--- config.mk ---
export PLATFORM = sky130hd
export DESIGN_NAME = cpu_bus_decoder
export DESIGN_NICKNAME = d
export VERILOG_FILES = /design/src/rtl/cpu_bus_decoder.sv
export SDC_FILE = /design/constraint.sdc
export NUM_CORES = 1
export LEC_CHECK = 0
export BUFFER_PORTS_ARGS = -buffer_cell sky130_fd_sc_hd__buf_2
export CAP_MARGIN = 10
export CORE_ASPECT_RATIO = 0.8
export CORE_UTILIZATION = 45
export CTS_CLUSTER_SIZE = 24
export DETAILED_ROUTE_END_ITERATION = 7
export PLACE_DENSITY = 0.82
export RECOVER_POWER = 25
export SLEW_MARGIN = 10
export SYNTH_ARGS = -nofsm -noshare
export SYNTH_HDL_FRONTEND = slang
export SYNTH_SLANG_ARGS = --single-unit
--- constraint.sdc ---
create_clock -name clk -period 4.8 [get_ports clk]
set_input_delay 0.24 -clock clk [delete_from_list [all_inputs] [get_ports clk]]
set_output_delay 0.24 -clock clk [all_outputs]
set_load 0.005 [all_outputs]
--- src/rtl/cpu_bus_decoder.sv ---
// ============================================================================
// cpu_bus_decoder : aq32 CPU-side address decoder, slave mux, bus-error unit
// Revision 1.0    : initial release
// ============================================================================
`default_nettype none

module cpu_bus_decoder #(
    parameter int                         NUM_SLAVES     = 4,
    parameter logic [32*NUM_SLAVES-1:0]   SLAVE_BASE     = {32'h00000000, 32'hFFFF0000,
                                                            32'hFFF80000, 32'hFFF00000},
    parameter logic [32*NUM_SLAVES-1:0]   SLAVE_MASK     = {32'hFFFF0000, 32'hFFFFF000,
                                                            32'hFFFF0000, 32'hFFF80000},
    parameter int                         TIMEOUT_CYCLES = 256
) (
    input  logic                      clk,
    input  logic                      reset_n,
    input  logic [31:0]               m_addr,
    input  logic                      m_wren,
    input  logic                      m_strobe,
    output logic                      m_wait,
    output logic [31:0]               m_rddata,
    output logic                      m_error,
    output logic [NUM_SLAVES-1:0]     s_strobe,
    input  logic [NUM_SLAVES-1:0]     s_wait,
    input  logic [32*NUM_SLAVES-1:0]  s_rddata,
    input  logic                      err_clear,
    output logic                      err_valid,
    output logic                      err_cause,
    output logic                      err_wren,
    output logic [31:0]               err_addr
);

    localparam int c_sel_w = (NUM_SLAVES > 1) ? $clog2(NUM_SLAVES) : 1;
    localparam int c_cnt_w = (TIMEOUT_CYCLES > 0) ? $clog2(TIMEOUT_CYCLES + 1) : 1;

    localparam logic [1:0] c_st_idle = 2'd0;
    localparam logic [1:0] c_st_busy = 2'd1;
    localparam logic [1:0] c_st_err  = 2'd2;

    localparam bit                   c_timeout_en = (TIMEOUT_CYCLES != 0);
    localparam logic [c_cnt_w-1:0]   c_timeout    = c_cnt_w'(TIMEOUT_CYCLES);
    localparam logic [c_cnt_w-1:0]   c_cnt_max    = '1;
    localparam logic [NUM_SLAVES-1:0] c_one       = NUM_SLAVES'(1);

    logic [1:0]          state_q, state_d;
    logic [c_sel_w-1:0]  sel_q, sel_d;
    logic [c_cnt_w-1:0]  cnt_q, cnt_d;

    logic [NUM_SLAVES-1:0] w_hit;
    logic [31:0]           w_rd [NUM_SLAVES];
    logic [c_sel_w-1:0]    w_dec_sel;
    logic                  w_any_hit;
    logic                  w_err_load;
    logic                  w_err_cause;

    for (genvar i = 0; i < NUM_SLAVES; i++) begin : g_slave
        assign w_hit[i] = ((m_addr & SLAVE_MASK[32*i +: 32]) ==
                           (SLAVE_BASE[32*i +: 32] & SLAVE_MASK[32*i +: 32]));
        assign w_rd[i]  = s_rddata[32*i +: 32];
    end

    // Scan downwards so the lowest matching index is the one left standing.
    always_comb begin
        w_dec_sel = '0;
        for (int i = NUM_SLAVES - 1; i >= 0; i--) begin
            if (w_hit[i]) w_dec_sel = c_sel_w'(i);
        end
    end

    assign w_any_hit = |w_hit;

    always_comb begin
        state_d     = state_q;
        sel_d       = sel_q;
        cnt_d       = cnt_q;
        m_wait      = 1'b0;
        m_rddata    = '0;
        m_error     = 1'b0;
        s_strobe    = '0;
        w_err_load  = 1'b0;
        w_err_cause = 1'b0;

        case (state_q)
            c_st_idle: begin
                if (m_strobe) begin
                    if (w_any_hit) begin
                        s_strobe = c_one << w_dec_sel;
                        m_wait   = s_wait[w_dec_sel];
                        m_rddata = w_rd[w_dec_sel];
                        if (s_wait[w_dec_sel]) begin
                            sel_d   = w_dec_sel;
                            cnt_d   = c_cnt_w'(1);
                            state_d = c_st_busy;
                        end
                    end else begin
                        m_wait     = 1'b1;
                        w_err_load = 1'b1;
                        state_d    = c_st_err;
                    end
                end
            end
            c_st_busy: begin
                if (!m_strobe) begin
                    state_d = c_st_idle;
                end else begin
                    s_strobe = c_one << sel_q;
                    m_wait   = s_wait[sel_q];
                    m_rddata = w_rd[sel_q];
                    if (!s_wait[sel_q]) begin
                        state_d = c_st_idle;
                    end else if (c_timeout_en && (cnt_q == c_timeout)) begin
                        w_err_load  = 1'b1;
                        w_err_cause = 1'b1;
                        state_d     = c_st_err;
                    end else if (cnt_q != c_cnt_max) begin
                        cnt_d = cnt_q + c_cnt_w'(1);
                    end
                end
            end
            c_st_err: begin
                m_error = m_strobe;
                state_d = c_st_idle;
            end
            default: begin
                state_d = c_st_idle;
            end
        endcase
    end

    always_ff @(posedge clk) begin
        if (!reset_n) begin
            state_q <= c_st_idle;
            sel_q   <= '0;
            cnt_q   <= '0;
        end else begin
            state_q <= state_d;
            sel_q   <= sel_d;
            cnt_q   <= cnt_d;
        end
    end

    // A fresh error takes priority over a coincident clear request.
    always_ff @(posedge clk) begin
        if (!reset_n) begin
            err_valid <= 1'b0;
            err_cause <= 1'b0;
            err_wren  <= 1'b0;
            err_addr  <= '0;
        end else if (w_err_load) begin
            err_valid <= 1'b1;
            err_cause <= w_err_cause;
            err_wren  <= m_wren;
            err_addr  <= m_addr;
        end else if (err_clear) begin
            err_valid <= 1'b0;
            err_cause <= 1'b0;
            err_wren  <= 1'b0;
            err_addr  <= '0;
        end
    end

endmodule

`default_nettype wire

**Word level (Yosys, flattened, before mapping)**

Cells that the tools add are included.
Widths: inputs -> output; s select.

- $add $sub $neg: 1
- Multiply operators: 0
- Divide/modulo/power cells: 0
- $lt $le $gt $ge: 4
- Equality and inequality tests: 16
- Shift-type cells: 2
- Multiplexer cells: 55
- Bitwise operators: 2
- Reduce and logical (&&, ||, !) cells: 8

Operators with widths:

| kind | count |
|---|---|
| $mux 32 | 9 |
| $bmux 32 s2 | 2 |
| $pmux 32 s2 | 1 |
| $mux 9 | 7 |
| $logic_not 32->1 | 1 |
| $eq 20x20->1 const B | 1 |
| $mux 2 | 10 |
| $pmux 9 s2 | 1 |
| $eq 16x16->1 const B | 1 |
| $mux 1 | 16 |
| $ne 2x2->1 const B | 7 |
| $eq 13x13->1 const B | 1 |
| $mux 4 | 3 |
| $add 9x1->9 const B | 1 |
| $eq 9x9->1 const B | 1 |
| $ne 9x9->1 const B | 1 |
| $pmux 4 s2 | 1 |
| $reduce_and 8->1 | 1 |
| $shl 1x2->4 const A | 2 |
| $ge 3x3->1 const B | 2 |
| $lt 2x3->1 const B | 2 |
| $not 2->3 | 2 |
| $bmux 1 s2 | 2 |
| $ne 4x4->1 const B | 1 |
| 10 further kinds | 12 |

- Flip-flop bits (word level): 48
- Latch bits: 0
- Bits in writable memories: 0
- Bits in read-only memories: 0
- Bits of input ports: 169
- Output and inout bits: 73
- Word-level logic and storage cells: 95
- Memories: 0

**Logic depth before layout (Yosys ltp)**

- Depth after elaboration: 12
- Gate-level depth with buffers: 10

**Worst setup path after synthesis**

Ideal clock, no wire load.

- Path type: input port to output port
- Start point: in m_addr[16]
- End point: out m_rddata[10]
- Data arrival time: 1.791 ns
- Data required time: 4.560 ns
- Setup slack: 2.769 ns
- Cell stages on the path: 6
- Buffers on the path: 1
- Cell sequence: or4b_1 nor4_2 clkbuf_1 a222oi_1 a21boi_0 o21ai_0

- Word-level cells in the longest chain between the ends: 12

RTL lines:

| what | line | source |
|---|---|---|
| from (decl) | 17 | `input logic [31:0] m_addr,` |
| $logic_not 32->1 | 57 | `assign w_hit[i] = ((m_addr & SLAVE_MASK[32*i +: 32]) ==` |
| $mux 2 (4 in a row) | 66 | `if (w_hit[i]) w_dec_sel = c_sel_w'(i);` |
| $not 2->3 (implied by the code) | 89 | `m_rddata = w_rd[w_dec_sel];` |
| $bmux 32 s2 | 89 |  |
| $mux 32 (implied by the code) (2 in a row) | 89 |  |
| $mux 32 * | 86 | `if (w_any_hit) begin` |
| $mux 32 * | 85 | `if (m_strobe) begin` |
| $pmux 32 s2 * | 83 | `case (state_q)` |
| to (decl) | 21 | `output logic [31:0] m_rddata,` |

Mark *: on every way between the ends. The rest lies on a longest branch, timed or not. The select of a mux whose other input is x is not followed.

**Worst setup path in the final report**

- Start point: reg state_q[0]
- End point: reg err_addr[23]

- Word-level cells in the longest chain between the ends: 3

RTL lines:

| what | line | source |
|---|---|---|
| from (decl) | 45 | `logic [1:0] state_q, state_d;` |
| from (signal assigned) | 132 | `state_q <= c_st_idle;` |
| from (signal assigned) | 136 | `state_q <= state_d;` |
| $eq 2x1->1 / $logic_not 2->1 (equally long branches) | 83 |  |
| $pmux 1 s2 * | 83 |  |
| $mux 32 / $reduce_bool 2->1 (equally long branches) | - |  |
| to (signal assigned) | 153 | `err_addr <= m_addr;` |
| to (decl) | 30 | `output logic [31:0] err_addr` |

Mark *: on every way between the ends. The rest lies on a longest branch, timed or not.
A chain may end at the register's enable or synchronous reset.

==> results.sh <==
export IMPL_run_status="finished, final reports clean"
export IMPL_worstPathArrival_ps=3090
export IMPL_synth_top_area_share=0.227
export IMPL_fin_skew_ps=5.26
export IMPL_antenna_found_initial=0
export IMPL_root_buffer="clkbuf_16"
export IMPL_dieArea_um2=9790
export IMPL_layout_nets=854
export IMPL_num_vias=5132
export IMPL_ys_async_sr_fraction=0
export IMPL_ys_top_cells_by_area="dfxtp_1 (23%), mux4_2 (18%), a222oi_1 (7.6%)"
export IMPL_setup_tns_final_ps=0
export IMPL_grt_overflow=0
export IMPL_grt_start_max_net_pins=69
export IMPL_p_leak_nw=2.38
export IMPL_avgRoutedWirePerCell_um=18.5
export IMPL_synth_seq_cells=48
export IMPL_end_kind="register"
export IMPL_syn_inst=478
export IMPL_n_antenna_cell=0
export IMPL_initial_utilization=0.466
export IMPL_cts_resized=0
export IMPL_place_hpwl_mm=10.6
export IMPL_clk_latency_ps=290
export IMPL_area_growth_pct=32.0
export IMPL_die_y_um=88.7
export IMPL_final_util=0.615
export IMPL_nFillCells=772
export IMPL_multi_input_area_um2=3030
export IMPL_grt_use_total=0.275
export IMPL_setup_worst_path_class="register to register"
export IMPL_core_area_um2=9080
export IMPL_antenna_left=0
export IMPL_timing_final_ws_setup_ps=1900
export IMPL_gp_congestion=0.838
export IMPL_required_ps=4980
export IMPL_syn_area_per_cell_um2=8.85
export IMPL_synth_fp_nets=650
export IMPL_max_cap_violations=0
export IMPL_rsz0062_at_grt="false"
export IMPL_drc_errors=0
export IMPL_yosys_cell_types_count=54
export IMPL_netlist_area_um2=4230
export IMPL_final_hold_viol_count=0
export IMPL_die_w_um=110
export IMPL_r2r_cells=7
export IMPL_finalCriticalPeriod_ps=2900
export IMPL_maxSlewViolCount=0
export IMPL_yosys_area_top_type="dfxtp_1"
export IMPL_startpoint_type="register"
export IMPL_hold_buffers=0
export IMPL_synthTopCellsByCount="nand2_1 (51), dfxtp_1 (48), nand3_1 (39)"
export IMPL_finalSetupViolations=0
export IMPL_drive_gt1_frac=0.435
export IMPL_critPathMaxFanout=68
export IMPL_clock_sinks=48
export IMPL_synth_seq_area_share=0.227
export IMPL_min_path_type="input port to register"
export IMPL_synth_edf_count=0
export IMPL_post_route_period_util=0.605
export IMPL_cellPowerDensity_nw_per_um2=184
export IMPL_max_vdd_ir_drop_mv=0.256
export IMPL_avgViaCountPerCell=6.43
export IMPL_grt_pass1_vias=4584
export IMPL_yosysMostFrequentCell="nand2_1"
export IMPL_synth_top_flop_cell="dfxtp_1"
export IMPL_tightest_slew_ps=1010
export IMPL_clock_path_buffers=2
export IMPL_max_freq_mhz=344
export IMPL_ios=242
export IMPL_routed_wl_mm=14.8
export IMPL_hold_depth=3
export IMPL_cts_tree="built"
export IMPL_grt_pass1_wl_mm=22.1
export IMPL_cts_buffers=5
export IMPL_cts_setup_buffers=0
export IMPL_drt_iter0_markers=622
export IMPL_slew_headroom=0.323
export IMPL_preCtsSetupSlack_ps=1940
export IMPL_dr_pass1_iters=8
export IMPL_yosys_warnings=0
export IMPL_rows=31
export IMPL_seqCellArea_um2=962
export IMPL_path_clk_slew_ps=70
export IMPL_hold_slack_ps=180
export IMPL_io_buffer_count=241
export IMPL_h_tree_depth=2
## placed cells by master, fill, tap and decap left out, drive strengths merged, types with 3 or more instances in the layout
master,synthesis,final
buf,14,241
a21boi,64,64
nand2,51,51
dfxtp,48,48
nand3,39,39
o21ai,39,39
or3b,34,34
mux4,33,33
a222oi,32,32
nor2,14,14
clkbuf,37,12
inv,7,8
a31oi,6,6
nand2b,4,4
nor3,4,4
nor4,4,4
and3,3,3
nand4,3,3
o21a,3,3
a21oi,3,3
mux2i,3,3
ha,3,3
and2,3,3
nor2b,3,3
## registers in the layout, summed over array words and instances (netlist names)
signal and cells:
err_addr 32, cnt_q 9, sel_q 2, state_q 2, err_cause 1, err_valid 1, err_wren 1
## report_power, final
part | internal, mW | switching (mW) | leakage, nW
sequential | 0.413 | 0.00739 | 0.392
combinational | 0.103 | 0.0971 | 1.91
clock | 0.248 | 0.157 | 0.0804
total | 0.764 | 0.262 | 2.38
## worst paths after layout
path	startpoint	endpoint	slack, ps
min reg2reg	cnt_q[8]	cnt_q[8]	490
min	m_addr[4]	err_addr[4]	180
max reg2reg	state_q[0]	err_addr[23]	1900
max	state_q[0]	err_addr[23]	1900
## routing by layer
metal	global-route usage	wire length [µm]	share of wire
met5	0	0	0
met3	0.0610	1460	0.099
met1	0.361	5840	0.39
met2	0.448	7030	0.48
met4	0.102	469	0.032
## final cells by class
type / instances / share of cell area
clock buffer: 5 / 0.0224
clock inverter: 3 / 0.00829
inverter: 7 / 0.00471
multi-input combinational: 372 / 0.543
sequential: 48 / 0.172
tap: 115 / 0.0258
timing repair buffer: 248 / 0.224
## logic make-up after synthesis
family / Yosys count / synth area share
compound gates: 160 / 0.284
mux: 36 / 0.183
buf+inv: 58 / 0.0627
fa+ha+maj: 3 / 0.00887
simple gates: 173 / 0.234
flops: 48 / 0.227
## through the flow
stage                     std cells  power [mW]  area (µm²)
after global placement          790       0.618        5420
after floorplan                 478       0.515        4230
after detailed placement        790       0.627        5420
after CTS                       798        1.03        5590
final                           798        1.03        5580
after global routing            798        1.07        5580
## worst max-delay path, cell delays in order, from the launching register on
cell	delay [ps]
dfxtp_1	470
nor2b_4	880
nand3_1	230
nand2b_1	300
o31ai_4	80
buf_4	500
or3b_1	210
a21boi_1	70
(Power assumes the default switching activity.)
